File: src/rtl/ldpc_ag_pkg.sv
// Shared state type, width helpers and configuration check for the QC-LDPC address generators.
package ldpc_ag_pkg;

    typedef enum logic {
        IDLE = 1'b0,
        RUN  = 1'b1
    } state_e;

    function automatic int off_bits(input int z_max);
        return (z_max > 1) ? $clog2(z_max) : 1;
    endfunction

    function automatic int z_bits(input int z_max);
        return $clog2(z_max + 1);
    endfunction

    function automatic int blk_bits(input int max_blk);
        return (max_blk > 1) ? $clog2(max_blk) : 1;
    endfunction

    function automatic int nb_bits(input int max_blk);
        return $clog2(max_blk + 1);
    endfunction

    function automatic logic cfg_legal(input int z, input int nblk, input int z_max, input int max_blk);
        return (z >= 1) && (z <= z_max) && (nblk >= 1) && (nblk <= max_blk);
    endfunction

endpackage

File: src/rtl/ldpc_mod_ctr.sv
// Modulo counter with load and enable; counts 0..last_val and wraps to 0.
module ldpc_mod_ctr #(
    parameter int W = 6
) (
    input  logic         clk,
    input  logic         reset,
    input  logic         en,
    input  logic         load,
    input  logic [W-1:0] load_val,
    input  logic [W-1:0] last_val,
    output logic [W-1:0] nxt,
    output logic         wrap
);

    logic [W-1:0] cnt;

    assign wrap = (cnt == last_val);

    // nxt is exported so the owner can register values derived from the upcoming count.
    always_comb begin
        if (load) begin
            nxt = load_val;
        end else if (en) begin
            nxt = wrap ? '0 : cnt + W'(1);
        end else begin
            nxt = cnt;
        end
    end

    // NOTE: state registers use non-blocking assignments so every flop samples pre-edge values.
    always_ff @(posedge clk or negedge reset) begin
        if (!reset) begin
            cnt <= '0;
        end else begin
            cnt <= nxt;
        end
    end

endmodule

File: src/rtl/ldpc_qc_ag.sv
// QC-LDPC block-row address generator: walks nblk circulants of size z, emitting base+((shift+k) mod z).
module ldpc_qc_ag
    import ldpc_ag_pkg::*;
#(
    parameter int Z_MAX     = 64,
    parameter int MAX_BLK   = 8,
    parameter int ADDR_BITS = 9,
    localparam int OFF_BITS = off_bits(Z_MAX),
    localparam int Z_BITS   = z_bits(Z_MAX),
    localparam int BLK_BITS = blk_bits(MAX_BLK),
    localparam int NB_BITS  = nb_bits(MAX_BLK)
) (
    input  logic                 clk,
    input  logic                 reset,
    input  logic                 cfg_we,
    input  logic [BLK_BITS-1:0]  cfg_idx,
    input  logic [OFF_BITS-1:0]  cfg_shift,
    input  logic [Z_BITS-1:0]    cfg_z,
    input  logic [NB_BITS-1:0]   cfg_nblk,
    input  logic                 start,
    input  logic                 enable,
    output logic [ADDR_BITS-1:0] address,
    output logic                 addr_valid,
    output logic [BLK_BITS-1:0]  blk_idx,
    output logic                 last,
    output logic                 busy,
    output logic                 done,
    output logic                 err
);

    state_e                state, state_d;
    logic [OFF_BITS-1:0]   shift_tbl [MAX_BLK];
    logic [Z_BITS-1:0]     z_r, z_d;
    logic [OFF_BITS-1:0]   z_m1;
    logic [BLK_BITS-1:0]   nblk_m1, nblk_m1_d, blk_d, blk_inc;
    logic [OFF_BITS-1:0]   k, k_d;
    logic [ADDR_BITS-1:0]  base, base_d, address_d;
    logic                  valid_d, last_d, busy_d, done_d, err_d;
    logic                  ctr_en, ctr_load;
    logic [OFF_BITS-1:0]   ctr_val, off_nxt;
    logic                  unused_wrap;

    function automatic logic shift_bad(input logic [OFF_BITS-1:0] sh, input logic [Z_BITS-1:0] z);
        return Z_BITS'(sh) >= z;
    endfunction

    assign z_m1    = OFF_BITS'(z_r - Z_BITS'(1));
    assign blk_inc = blk_idx + BLK_BITS'(1);

    ldpc_mod_ctr #(.W(OFF_BITS)) u_off (
        .clk      (clk),
        .reset    (reset),
        .en       (ctr_en),
        .load     (ctr_load),
        .load_val (ctr_val),
        .last_val (z_m1),
        .nxt      (off_nxt),
        .wrap     (unused_wrap)
    );

    // Counters hold on the final accept, so base+offset keeps presenting the final address.
    assign address_d = base_d + ADDR_BITS'(off_nxt);

    // NOTE: every variable gets a default first so no path leaves it unassigned (no latches).
    always_comb begin
        state_d   = state;
        z_d       = z_r;
        nblk_m1_d = nblk_m1;
        base_d    = base;
        k_d       = k;
        blk_d     = blk_idx;
        valid_d   = addr_valid;
        last_d    = last;
        busy_d    = busy;
        done_d    = 1'b0;
        err_d     = err;
        ctr_en    = 1'b0;
        ctr_load  = 1'b0;
        ctr_val   = '0;

        case (state)
            IDLE: begin
                if (start) begin
                    if (cfg_legal(int'(cfg_z), int'(cfg_nblk), Z_MAX, MAX_BLK)) begin
                        state_d   = RUN;
                        z_d       = cfg_z;
                        nblk_m1_d = BLK_BITS'(cfg_nblk - NB_BITS'(1));
                        base_d    = '0;
                        k_d       = '0;
                        blk_d     = '0;
                        ctr_load  = 1'b1;
                        err_d     = shift_bad(shift_tbl[0], cfg_z);
                        ctr_val   = err_d ? '0 : shift_tbl[0];
                        valid_d   = 1'b1;
                        busy_d    = 1'b1;
                        last_d    = (cfg_z == Z_BITS'(1)) && (cfg_nblk == NB_BITS'(1));
                    end else begin
                        err_d = 1'b1;
                    end
                end
            end
            RUN: begin
                if (enable) begin
                    if (last) begin
                        state_d = IDLE;
                        valid_d = 1'b0;
                        busy_d  = 1'b0;
                        last_d  = 1'b0;
                        done_d  = 1'b1;
                    end else if (k == z_m1) begin
                        blk_d    = blk_inc;
                        base_d   = base + ADDR_BITS'(z_r);
                        k_d      = '0;
                        ctr_load = 1'b1;
                        if (shift_bad(shift_tbl[blk_inc], z_r)) begin
                            err_d = 1'b1;
                        end else begin
                            ctr_val = shift_tbl[blk_inc];
                        end
                        last_d = (z_m1 == '0) && (blk_inc == nblk_m1);
                    end else begin
                        k_d    = k + OFF_BITS'(1);
                        ctr_en = 1'b1;
                        last_d = (k_d == z_m1) && (blk_idx == nblk_m1);
                    end
                end
            end
            default: state_d = IDLE;
        endcase
    end

    always_ff @(posedge clk or negedge reset) begin
        if (!reset) begin
            state      <= IDLE;
            z_r        <= '0;
            nblk_m1    <= '0;
            base       <= '0;
            k          <= '0;
            address    <= '0;
            addr_valid <= 1'b0;
            blk_idx    <= '0;
            last       <= 1'b0;
            busy       <= 1'b0;
            done       <= 1'b0;
            err        <= 1'b0;
        end else begin
            state      <= state_d;
            z_r        <= z_d;
            nblk_m1    <= nblk_m1_d;
            base       <= base_d;
            k          <= k_d;
            address    <= address_d;
            addr_valid <= valid_d;
            blk_idx    <= blk_d;
            last       <= last_d;
            busy       <= busy_d;
            done       <= done_d;
            err        <= err_d;
        end
    end

    // NOTE: the shift table is a small flop array and is reset so a fresh run never sees stale shifts.
    always_ff @(posedge clk or negedge reset) begin
        if (!reset) begin
            for (int i = 0; i < MAX_BLK; i++) begin
                shift_tbl[i] <= '0;
            end
        end else if (cfg_we && state == IDLE) begin
            shift_tbl[cfg_idx] <= cfg_shift;
        end
    end

endmodule

File: config.mk
export PLATFORM = sky130hd
export DESIGN_NAME = ldpc_qc_ag
export DESIGN_NICKNAME = d
export VERILOG_FILES = /design/src/rtl/ldpc_ag_pkg.sv /design/src/rtl/ldpc_mod_ctr.sv /design/src/rtl/ldpc_qc_ag.sv
export SDC_FILE = /design/constraint.sdc
export NUM_CORES = 1
export LEC_CHECK = 0
export ABC_AREA = 1
export BUFFER_PORTS_ARGS = -buffer_cell sky130_fd_sc_hd__buf_2
export CAP_MARGIN = 20
export CORE_UTILIZATION = 56
export CTS_CLUSTER_SIZE = 40
export DETAILED_ROUTE_END_ITERATION = 8
export GPL_ROUTABILITY_DRIVEN = 0
export HOLD_SLACK_MARGIN = 0.06
export PLACE_DENSITY = 0.75
export RECOVER_POWER = 25
export SKIP_LAST_GASP = 1
export SLEW_MARGIN = 25
export SYNTH_ARGS = -nofsm -noshare
export SYNTH_HDL_FRONTEND = slang
export SYNTH_SLANG_ARGS = --single-unit
File: constraint.sdc
create_clock -name clk -period 9.27 [get_ports clk]
set_input_delay 0.4635 -clock clk [delete_from_list [all_inputs] [get_ports clk]]
set_output_delay 0.4635 -clock clk [all_outputs]
set_load 0.005 [all_outputs]
# Yosys cells after proc, flatten, opt, wreduce, memory -nomap -nowiden
# Cells that the tools add are included.
[classes]
n_addsub = 7
magnitude_cmp = 9
eq_ne = 14
muxes = 69
bitwise = 3
reduce_logical = 15
[op_table]
columns = ["operator", "n"]
rows = [
  ["$mux W6", 18],
  ["$bwmux W48", 1],
  ["$mux W9", 5],
  ["$mux W1", 29],
  ["$pmux W6 S2", 2],
  ["$bmux W6 S3", 1],
  ["$demux W6 S3", 1],
  ["$eq A6 B6 Y1", 3],
  ["$pmux W9 S2", 1],
  ["$mux W3", 5],
  ["$ge A6 B7 Y1", 2],
  ["$add A6 B1 Y6 const B", 2],
  ["$ne A2 B2 Y1 const B", 5],
  ["$pmux W1 S2", 5],
  ["$reduce_and A5 Y1", 2],
  ["$add A9 B6 Y9", 1],
  ["$add A9 B7 Y9", 1],
  ["$ge A4 B4 Y1 const B", 2],
  ["$logic_and A1 B1 Y1", 8],
  ["$not A3 Y4", 2],
  ["$reduce_and A4 Y1", 2],
  ["$eq A7 B1 Y1 const B", 1],
  ["$ge A7 B1 Y1 const B", 1],
  ["$le A7 B7 Y1 const B", 1],
  ["other kinds (13)", 16],
]
[word_totals]
reg_bits = 96
inputBits = 25
out_inout_bits = 17
word_cells = 137

# Depth between registers and ports, before layout
[depth]
word_depth = 13
depth_mapped = 29

# By module
# A second synthesis with hierarchy kept.
[unflattened]
cells_unflattened = 774
area_unflattened_um2 = 5849.4
[modules_own_cells]
columns = ["mod", "n_inst", "cells_per_inst", "area_each_um2", "seq_area_each_um2"]
rows = [
  ["ldpc_qc_ag", 1, 689, 5343.9, 2252.2],
  ["ldpc_mod_ctr", 1, 85, 505.5, 150.1],
]

# Worst setup path before layout
# OpenSTA, ideal clock, no wires.
[synth_path]
path_type = "reg2reg"
startpoint = "register blk_idx[1]"
endpoint = "register address[8]"
arrival_ps = 3912
setup_slack_ps = 5242
stages_incl_launch_ff = 27
n_path_buf = 2
path_cell_list = "dfrtp_1 ha_1 buf_2 clkinv_1 buf_2 a21oi_1 o21ai_0 nand2_1 nand2_1 nand2_1 inv_1 ha_1 nand4_1 o211ai_1 nor2_4 a22oi_1 nand2_1 ha_1 fa_1 a21oi_1 nor2_1 nor2_1 o21ai_0 a21oi_1 nor2_1 nand3_1 nand2_1"
[synth_between]
elab_chain_len = 13
[synth_lines]
columns = ["element", "line_no", "rtl"]
rows = [
  ["from (decl)", "ldpc_qc_ag.sv:24", "output logic [BLK_BITS-1:0] blk_idx,"],
  ["from (signal assigned)", "ldpc_qc_ag.sv:154", "blk_idx <= blk_d;"],
  ["$add A3 B1 Y3 *", "ldpc_qc_ag.sv:48", "assign blk_inc = blk_idx + BLK_BITS'(1);"],
  ["$not A3 Y4 (implied by the code) *", "ldpc_qc_ag.sv:115, ldpc_qc_ag.sv:118", ""],
  ["$bmux W6 S3 *", "ldpc_qc_ag.sv:115, ldpc_qc_ag.sv:118", ""],
  ["$mux W6 (implied by the code) * (2 in series)", "ldpc_qc_ag.sv:115, ldpc_qc_ag.sv:118", ""],
  ["$ge A6 B7 Y1", "ldpc_qc_ag.sv:44", "return Z_BITS'(sh) >= z;"],
  ["$mux W6 *", "ldpc_qc_ag.sv:115", "if (shift_bad(shift_tbl[blk_inc], z_r)) begin"],
  ["$mux W6 *", "ldpc_qc_ag.sv:110", "end else if (k == z_m1) begin"],
  ["$mux W6 *", "ldpc_qc_ag.sv:104", "if (last) begin"],
  ["$mux W6 *", "ldpc_qc_ag.sv:103", "if (enable) begin"],
  ["$pmux W6 S2 *", "ldpc_qc_ag.sv:81", "case (state)"],
  ["$mux W6 *", "ldpc_mod_ctr.sv:21", "if (load) begin"],
  ["via off_nxt[0]", "ldpc_qc_ag.sv:40", "logic [OFF_BITS-1:0] ctr_val, off_nxt;"],
  ["$add A9 B6 Y9 *", "ldpc_qc_ag.sv:62", "assign address_d = base_d + ADDR_BITS'(off_nxt);"],
  ["via address_d[8]", "ldpc_qc_ag.sv:37", "logic [ADDR_BITS-1:0] base, base_d, address_d;"],
  ["to (signal assigned)", "ldpc_qc_ag.sv:152", "address <= address_d;"],
  ["to (decl)", "ldpc_qc_ag.sv:22", "output logic [ADDR_BITS-1:0] address,"],
]
# Mark *: on every way through the listed nets, which the timed path passes. The rest lies on a longest branch. The select of a mux whose other input is x is not followed.
# A chain may end at the register's enable or synchronous reset.

==> metrics <==
worst slew pin tran ~4.6 ns; Tcrit/Tclk final a little under three fifths; Clock Path Buffers 2; critical path endpoint category asynchronous set/reset pin; largest net degree at the start of global routing slightly below 90; Sink Count between 90 and 100; fraction of layout instances using a drive strength above 1 under 10%; num rows 36; CTS Root Buffer Type clkbuf_8; clk slew on worst S/H paths around 0.080 ns; average size of a mapped cell between 7 and 8 um^2; CTS tree done; area of the multi-input gates about 2900 um^2; htree depth 3; worst skew pair latency 0.37 ns; drt total wl between 10000 and 15000 um; Seq/Total Area, Yosys 41.7%; Tmin final 5.30 ns; initial antenna violation count 0; critical path class in2async; nets roughly 830; Diodes inserted 0; vias in the first global route slightly below 5000; Layout area overhead 8.44%; Yosys Warn Count 0; Slew headroom -205%; #FFs+latches synth between 90 and 100; # DRC 0; Wirelength per Cell around 15 um; post-route ant nets 0; fin util about 63%; DP HPWL between 10000 and 15000 um; Final Skew roughly 0.0095 ns; CP Launch Type input port; Reg area between 2000 and 2500 um^2; first-pass GRT wire length approximately 24000 um; crit path max fanout 87; Total Neg Setup Slack 0 ns; filler cell count ~880; IO Port Bufs between 40 and 50; Detailed Routing Iterations Pass 1 5; # IOs between 40 and 50; commonest non-fill, non-tap cells in the layout nand2_1 (166), o21ai_0 (107), inv_1 (99); failing checks capacitance limit, slew limit; Initial Util 58.3%; worst vdd ir around 0.17 mV; total core area around 9900 um^2; Post-CTS Setup Bufs 0; Pwr Density about 340 nW/um^2; synthesized area about 5800 um^2; Slew Viols, Final 88; Die Y between 100 and 150 um; cts bufs inserted 9; WP data required 8.68 ns; status finished, violations left; Die W around 100 um; RSZ-0062 raised after global routing false; Hold WC Path Type in2reg; CP arrival approximately 4.7 ns; f_max 189 MHz; die area ~11000 um^2; Synth cell types 38; Vias just over 5000; gr usage total between 20 and 30%; Final Hold Viols 0; setup ws final 3.97 ns; post-place setup slack between 4 and 5 ns; final setup vio count 0; Leak about 3.2 nW; DR iter-0 viols between 300 and 400; max_cap viols 1; Synth Net Count roughly 800; via/cell ratio 5.58; Syn Inst Count 740; most common cell after layout, fill and taps aside nand2_1; total grt overflow 0
## synthesized netlist by cell type, drive strengths merged
| cell type | n | area share [%] |
|---|---|---|
| inv | 102 | 6.7 |
| a21o | 2 | 0.26 |
| nand3b | 1 | 0.13 |
| a21oi | 45 | 4.0 |
| a22o | 3 | 0.46 |
| dfrtp | 96 | 42 |
| nor3 | 12 | 1.1 |
| a22oi | 7 | 0.91 |
| nand2 | 175 | 12 |
| nor2 | 45 | 3.5 |
| xor2 | 17 | 2.6 |
| o211ai | 2 | 0.26 |
| fa | 2 | 0.70 |
| buf | 5 | 0.63 |
| nand3 | 37 | 3.8 |
| a31oi | 9 | 0.98 |
| xnor2 | 5 | 0.76 |
| o22ai | 4 | 0.43 |
| o31ai | 1 | 0.22 |
| clkbuf | 15 | 0.98 |
| o21ai | 108 | 9.4 |
| clkinv | 1 | 0.065 |
| nand4 | 12 | 1.3 |
| or2 | 2 | 0.22 |
| ha | 32 | 7.0 |
## state kept, by name, summed over array words and instances (netlist names)
signal and cells:
address 9, base 9, blk_idx 3, busy 1, done 1, err 1
k 6, last 1, nblk_m1 3, shift_tbl 48, state 1, u_off.cnt 6
z_r 7
## path summary, 6_finish.rpt
path	startpoint	end	slack [ns]	cells after the start
min in group asynchronous	reset	k[5]$_DFFE_PN0P_	0.56	2
worst max register to register	blk_idx[0]$_DFFE_PN0P_	address[7]$_DFF_PN0_	4.17	25
worst min-delay path	cfg_shift[1]	shift_tbl[1]$_DFFE_PN0P_	0.36	3
worst max-delay path	reset	u_off.cnt[4]$_DFF_PN0_	3.97	3
max in group clk	blk_idx[0]$_DFFE_PN0P_	address[7]$_DFF_PN0_	4.17	25
worst min register to register	shift_tbl[6]$_DFFE_PN0P_	shift_tbl[6]$_DFFE_PN0P_	0.49	2
## stage by stage
step | hold WS, ns | power (mW) | cells | area (um^2)
floorplan | 0.168 | 1.54 | 740 | 5750
global placement | 0.293 | 1.79 | 896 | 6050
detailed placement | 0.299 | 1.84 | 896 | 6050
CTS | 0.337 | 2.13 | 913 | 6260
global route | 0.352 | 2.33 | 913 | 6240
finish | 0.357 | 2.13 | 913 | 6240
## report_power, final
| part | internal (mW) | leakage, nW | switching (mW) |
|---|---|---|---|
| combinational | 0.395 | 1.87 | 0.704 |
| sequential | 0.598 | 1.21 | 0.156 |
| clock | 0.133 | 0.0928 | 0.143 |
| total | 1.13 | 3.18 | 1.00 |
## critical path, stage by stage
cell           delay (ns)
dlygate4sd3_1        0.52
clkbuf_1             0.41
clkbuf_1             3.22
## what timing repair did
action	in CTS	in global routing
hold endpoints to repair	9	0
hold buffers	1	0
resized for setup	0	0
## cell families after synthesis
kind of cell	after synthesis	synth area share [%]
and+or+nand+nor	284	22.0
AOI/OAI and AO/OA	181	16.9
adders and majority gates	34	7.65
buffers and inverters	123	8.33
DFF	96	41.7
xor gates and xnor gates	22	3.35
## cell type report
class | instances | area share, %
Multi-Input combinational cell | 521 | 46.1
Sequential cell | 96 | 38.5
Clock buffer | 12 | 2.33
Tap cell | 133 | 2.67
Inverter | 103 | 6.20
Timing Repair Buffer | 44 | 3.33
Clock inverter | 4 | 0.862
## metal layers
layer,up-vias,track usage (%),part of all wire [%]
li1,2510,-,-
met1,2392,35.9,42
met2,144,51.0,49
met3,47,5.31,4.9
met4,0,14.4,4.0
met5,-,0,0
(Power assumes the default switching activity.)
